`src/rtl/sram_like_arbiter.sv`:
```
// Shares one SRAM-like memory port between the fetch and data requesters.
// Locks the grant until the address is taken and routes each response back by an in-order source tag.
module sram_like_arbiter #(
    parameter int MAX_OUTSTANDING = 2
) (
    input  logic                                 clk,
    input  logic                                 reset,

    input  logic                                 inst_req,
    input  logic                                 inst_wr,
    input  logic [1:0]                           inst_size,
    input  logic [3:0]                           inst_wstrb,
    input  logic [31:0]                          inst_addr,
    input  logic [31:0]                          inst_wdata,
    output logic                                 inst_addr_ok,
    output logic                                 inst_data_ok,
    output logic [31:0]                          inst_rdata,

    input  logic                                 data_req,
    input  logic                                 data_wr,
    input  logic [1:0]                           data_size,
    input  logic [3:0]                           data_wstrb,
    input  logic [31:0]                          data_addr,
    input  logic [31:0]                          data_wdata,
    output logic                                 data_addr_ok,
    output logic                                 data_data_ok,
    output logic [31:0]                          data_rdata,

    output logic                                 mem_req,
    output logic                                 mem_wr,
    output logic [1:0]                           mem_size,
    output logic [3:0]                           mem_wstrb,
    output logic [31:0]                          mem_addr,
    output logic [31:0]                          mem_wdata,
    input  logic                                 mem_addr_ok,
    input  logic                                 mem_data_ok,
    input  logic [31:0]                          mem_rdata,

    output logic [$clog2(MAX_OUTSTANDING):0]     outstanding,
    output logic                                 protocol_err
);

    localparam int PTR_W = $clog2(MAX_OUTSTANDING);
    localparam int CNT_W = PTR_W + 1;

    typedef enum logic [1:0] {
        IDLE      = 2'd0,
        HOLD_INST = 2'd1,
        HOLD_DATA = 2'd2
    } state_t;

    state_t                      state_q, state_d;
    logic                        last_grant_q;      // 0 = inst, 1 = data
    logic [MAX_OUTSTANDING-1:0]  tag_fifo;
    logic [PTR_W-1:0]            wr_ptr_q, rd_ptr_q;
    logic [CNT_W-1:0]            count_q;
    logic                        protocol_err_q;

    logic fifo_full, fifo_empty, arb_en;
    logic grant_inst, grant_data;
    logic accept, pop, head_tag;

    assign fifo_full  = (count_q == CNT_W'(MAX_OUTSTANDING));
    assign fifo_empty = (count_q == '0);
    assign arb_en     = !reset && !fifo_full;

    // Grant selection: round-robin only on a fresh tie, otherwise the lock holds
    always_comb begin
        grant_inst = 1'b0;
        grant_data = 1'b0;
        if (arb_en) begin
            case (state_q)
                IDLE: begin
                    if (inst_req && data_req) begin
                        if (last_grant_q) grant_inst = 1'b1;
                        else              grant_data = 1'b1;
                    end else if (inst_req) begin
                        grant_inst = 1'b1;
                    end else if (data_req) begin
                        grant_data = 1'b1;
                    end
                end
                HOLD_INST: grant_inst = 1'b1;
                HOLD_DATA: grant_data = 1'b1;
                default: ;
            endcase
        end
    end

    assign mem_req      = (grant_inst && inst_req) || (grant_data && data_req);
    assign accept       = mem_req && mem_addr_ok;
    assign inst_addr_ok = accept && grant_inst;
    assign data_addr_ok = accept && grant_data;

    always_comb begin
        mem_wr    = 1'b0;
        mem_size  = '0;
        mem_wstrb = '0;
        mem_addr  = '0;
        mem_wdata = '0;
        if (grant_inst) begin
            mem_wr    = inst_wr;
            mem_size  = inst_size;
            mem_wstrb = inst_wstrb;
            mem_addr  = inst_addr;
            mem_wdata = inst_wdata;
        end else if (grant_data) begin
            mem_wr    = data_wr;
            mem_size  = data_size;
            mem_wstrb = data_wstrb;
            mem_addr  = data_addr;
            mem_wdata = data_wdata;
        end
    end

    // A requester dropping req while locked sends us back to IDLE; while full the lock is kept
    always_comb begin
        state_d = state_q;
        if (accept)
            state_d = IDLE;
        else if (mem_req)
            state_d = grant_inst ? HOLD_INST : HOLD_DATA;
        else if (arb_en)
            state_d = IDLE;
    end

    assign head_tag     = tag_fifo[rd_ptr_q];
    assign pop          = mem_data_ok && !fifo_empty && !reset;
    assign inst_data_ok = pop && !head_tag;
    assign data_data_ok = pop && head_tag;
    assign inst_rdata   = mem_rdata;
    assign data_rdata   = mem_rdata;
    assign outstanding  = count_q;
    assign protocol_err = protocol_err_q;

    always_ff @(posedge clk) begin
        if (reset) begin
            state_q        <= IDLE;
            last_grant_q   <= 1'b0;
            wr_ptr_q       <= '0;
            rd_ptr_q       <= '0;
            count_q        <= '0;
            protocol_err_q <= 1'b0;
        end else begin
            state_q <= state_d;
            if (accept) begin
                last_grant_q <= grant_data;
                wr_ptr_q     <= wr_ptr_q + PTR_W'(1);
            end
            if (pop)
                rd_ptr_q <= rd_ptr_q + PTR_W'(1);
            count_q <= count_q + CNT_W'(accept) - CNT_W'(pop);
            if (mem_data_ok && fifo_empty)
                protocol_err_q <= 1'b1;
        end
    end

    // Tag storage needs no reset: occupancy decides which entries are live
    always_ff @(posedge clk) begin
        if (accept)
            tag_fifo[wr_ptr_q] <= grant_data;
    end

endmodule

```
`config.mk`:
```
export PLATFORM = sky130hd
export DESIGN_NAME = sram_like_arbiter
export DESIGN_NICKNAME = d
export VERILOG_FILES = /design/src/rtl/sram_like_arbiter.sv
export SDC_FILE = /design/constraint.sdc
export NUM_CORES = 1
export LEC_CHECK = 0
export BUFFER_PORTS_ARGS = -buffer_cell sky130_fd_sc_hd__buf_2
export CAP_MARGIN = 25
export CORE_AREA = 3 3 124 126
export CTS_CLUSTER_DIAMETER = 120
export DETAILED_ROUTE_END_ITERATION = 7
export DIE_AREA = 0 0 127 129
export PLACE_DENSITY_LB_ADDON = 0.2
export REMOVE_ABC_BUFFERS = 1
export SLEW_MARGIN = 20
export SYNTH_ARGS = -nofsm -noshare
export SYNTH_HDL_FRONTEND = slang
export SYNTH_SLANG_ARGS = --single-unit
```
`constraint.sdc`:
```
create_clock -name clk -period 1.9 [get_ports clk]
set_input_delay 0.095 -clock clk [delete_from_list [all_inputs] [get_ports clk]]
set_output_delay 0.095 -clock clk [all_outputs]
set_load 0.005 [all_outputs]
```
==> out/qor.yml <==
via_count: 2362
cts.sinks: 10
num_rows: 44
status: "complete, no violations"
critPathRequiredTime_ns: 1.80
crit_family: "buffers and inverters"
finalCritPeriodShare_pct: 96.5
cp_slowest_stage_delay_ns: 0.35
wl_per_cell_um: 25.8
peakVddDrop_v: 0.000230
setup_violations: 0
dpl-instance-area_um2: 2650
fin_skew_ns: 0.00374
syn_avg_cell_area_um2: 8.81
startpoint_type: "register"
reg2reg_from: "state_q[0]"
hp-class: "primary input to register"
grt_setup_unrepaired: "false"
grt-ovfl-total: 0
final_area_um2: 2890
antenna_found_initial: 0
ys.flop_type: "dfxtp_1"
synth_top_area_share_pct: 33.3
drive_gt1_share_pct: 68.4
report.final.slew_viol_count: 0
critPathCapture: "mem_addr[25]"
final_nets: 558
hold_viol_final: 0
syn_area_um2: 1870
gp_congestion: 0.810
synth_edf_count: 2
via_per_inst: 4.22
grt_max_degree: 38
end_kind: "output pin"
period_minus_slack_ns: 1.83
leakagePower_nw: 1.59
crit_buf_inv: 3
r2r_cells: 7
wl_um: 14400
syn_inst: 212
max_slew_margin_pct: 80.4
start_util_pct: 12.9
crit_chain: "nand2_1, a21oi_2, nor3_4, buf_4, clkbuf_16, a22o_1, buf_2"
dieHeight_um: 129
async_reset_ff_share_pct: 0
clkTransAtPathRegs_ns: 0.04
drt-initial-drc-count: 145
reg2reg_to: "outstanding[1]"
cts_tree: "built"
dp_hpwl_um: 12000
yosysUniqueCellTypes: 33
die_area_um2: 16400
critPathKind: "register to output pin"
total_power_mw: 1.58
num_antenna_cells: 0
cts-root-buf: "clkbuf_16"
core_um2: 14400
grt_pass1_vias: 2417
power_density_nw_per_um2: 548
insertion_delay_ns: 0.24
syn2layout_area_growth_pct: 54.6
clock_path_buffers: 2
crit_cells: 7
cts_buffers: 3
die_w_um: 127
grt_use_total_pct: 16.0
max_freq_ghz: 0.545
drc: 0
drtPass1Iterations: 4
portBuffers: 226
synth-seq-cells: 10
ant_nets: 0
yosysTopAreaCell: "a22o_1"
startpoint: "last_grant_q"
drv_cap: 0
tightest_slew_ns: 0.293
ios: 323
synthTopCellsByArea: "a22o_1 33%, buf_4 26%, dfxtp_1 8.6%"
crit_fanout: 18
r2r_setup_slack_ns: 0.25
grt_pass1_wl_um: 18600
finish.utilization_pct: 20.0
cp_data_arrival_time_ns: 1.74
synth-seq-area-share_pct: 11.8
critPathSlowestCell: "dfxtp_1"
hp-start: "mem_data_ok"
cts.htree.levels: 1
synth_warnings: 0
## per-layer routing
metal / vias up / global-route usage, % / share of wire, %
met3: 7 / 13.9 / 19
met5: - / 4.71 / 0.42
met2: 204 / 18.6 / 35
li1: 1062 / - / -
met1: 1087 / 21.9 / 45
met4: 2 / 1.20 / 0.26
## per-stage QoR
step	cells	worst slack (ns)	hold WS [ns]	setup TNS, ns
floorplan	133	-0.499	0.167	-34.66
global placement	548	0.256	0.190	0
detailed placement	548	0.202	0.190	0
CTS	558	0.0549	0.151	0
global route	560	0.0176	0.184	0
finish	560	0.0662	0.144	0
## cell usage in the layout, fill, tap and decap left out, types with 2 or more instances in the layout
cell type / count
buf_2: 224
a22o_1: 70
nor2_1: 11
buf_4: 7
dfxtp_1: 6
clkbuf_16: 5
nor3b_1: 4
nand2_1: 3
nor2b_1: 3
a21oi_1: 3
a21oi_2: 2
nor3_4: 2
nor2b_2: 2
and2_1: 2
xnor2_1: 2
nor3_1: 2
buf_16: 2
dfxtp_2: 2
buf_12: 2
edfxtp_1: 2
## Yosys cell counts (2+ instances only)
cell,n
a22o_1,71
xnor2_1,2
nor3b_1,4
a21oi_1,4
buf_4,64
nor3_4,2
edfxtp_1,2
dfxtp_1,8
nor2b_2,2
nor2_1,11
nor3_1,2
nor2b_1,3
buf_6,14
nand2_1,3
and2_1,2
## worst reg2reg max path, stage by stage, from the launching register on
cell	delay (ns)
dfxtp_1	0.38
nor2b_2	0.27
o2111ai_4	0.14
xnor2_1	0.15
ha_1	0.22
nor3b_1	0.15
o211ai_1	0.17
nand2_1	0.07
## kinds of logic after synthesis
group           after synthesis  synth area share, %
compound gates               82                 38.3
buf+inv                      81                 35.5
simple gates                 35                 12.3
flops                        10                 11.8
xor+xnor                      3                 1.41
fa+ha+maj                     1                0.670
## worst min-delay path by stage
stage / slack [ns] / endpoint / cells after the start
floorplan: 0.17 / outstanding[0] / 1
global placement: 0.19 / data_rdata[13] / 0
detailed placement: 0.19 / data_rdata[13] / 0
CTS: 0.15 / protocol_err / 3
global route: 0.18 / outstanding[1] / 3
finish: 0.14 / protocol_err / 3
## flip-flops by register name, indices dropped and copies added, names as in the netlist
| register | count |
|---|---|
| protocol_err | 1 |
| rd_ptr_q | 1 |
| wr_ptr_q | 1 |
| state_q | 2 |
| tag_fifo | 2 |
| outstanding | 2 |
| last_grant_q | 1 |
## where the power goes
group          total [mW]  switching, mW  internal [mW]
Clock               0.382          0.100          0.281
Sequential          0.265         0.0239          0.241
Combinational       0.934          0.454          0.480
Total                1.58          0.578           1.00
## area by class of cell
type | count | area (um2)
multi-input cells | 121 | 996
well taps | 184 | 230
inverters | 2 | 21.3
clock buffers | 4 | 78.8
repair buffers | 239 | 1340
flip-flops and latches | 10 | 223
fillers | 1671 | 11500
## what timing repair did
action | in CTS | in global routing
hold buffers | 0 | 0
cloned | 2 | 2
pin swaps | 2 | 1
setup buffers | 4 | 0
endpoints found under the setup margin | 25 | 65
gates resized for setup | 4 | 5
(Power assumes the default switching activity.)
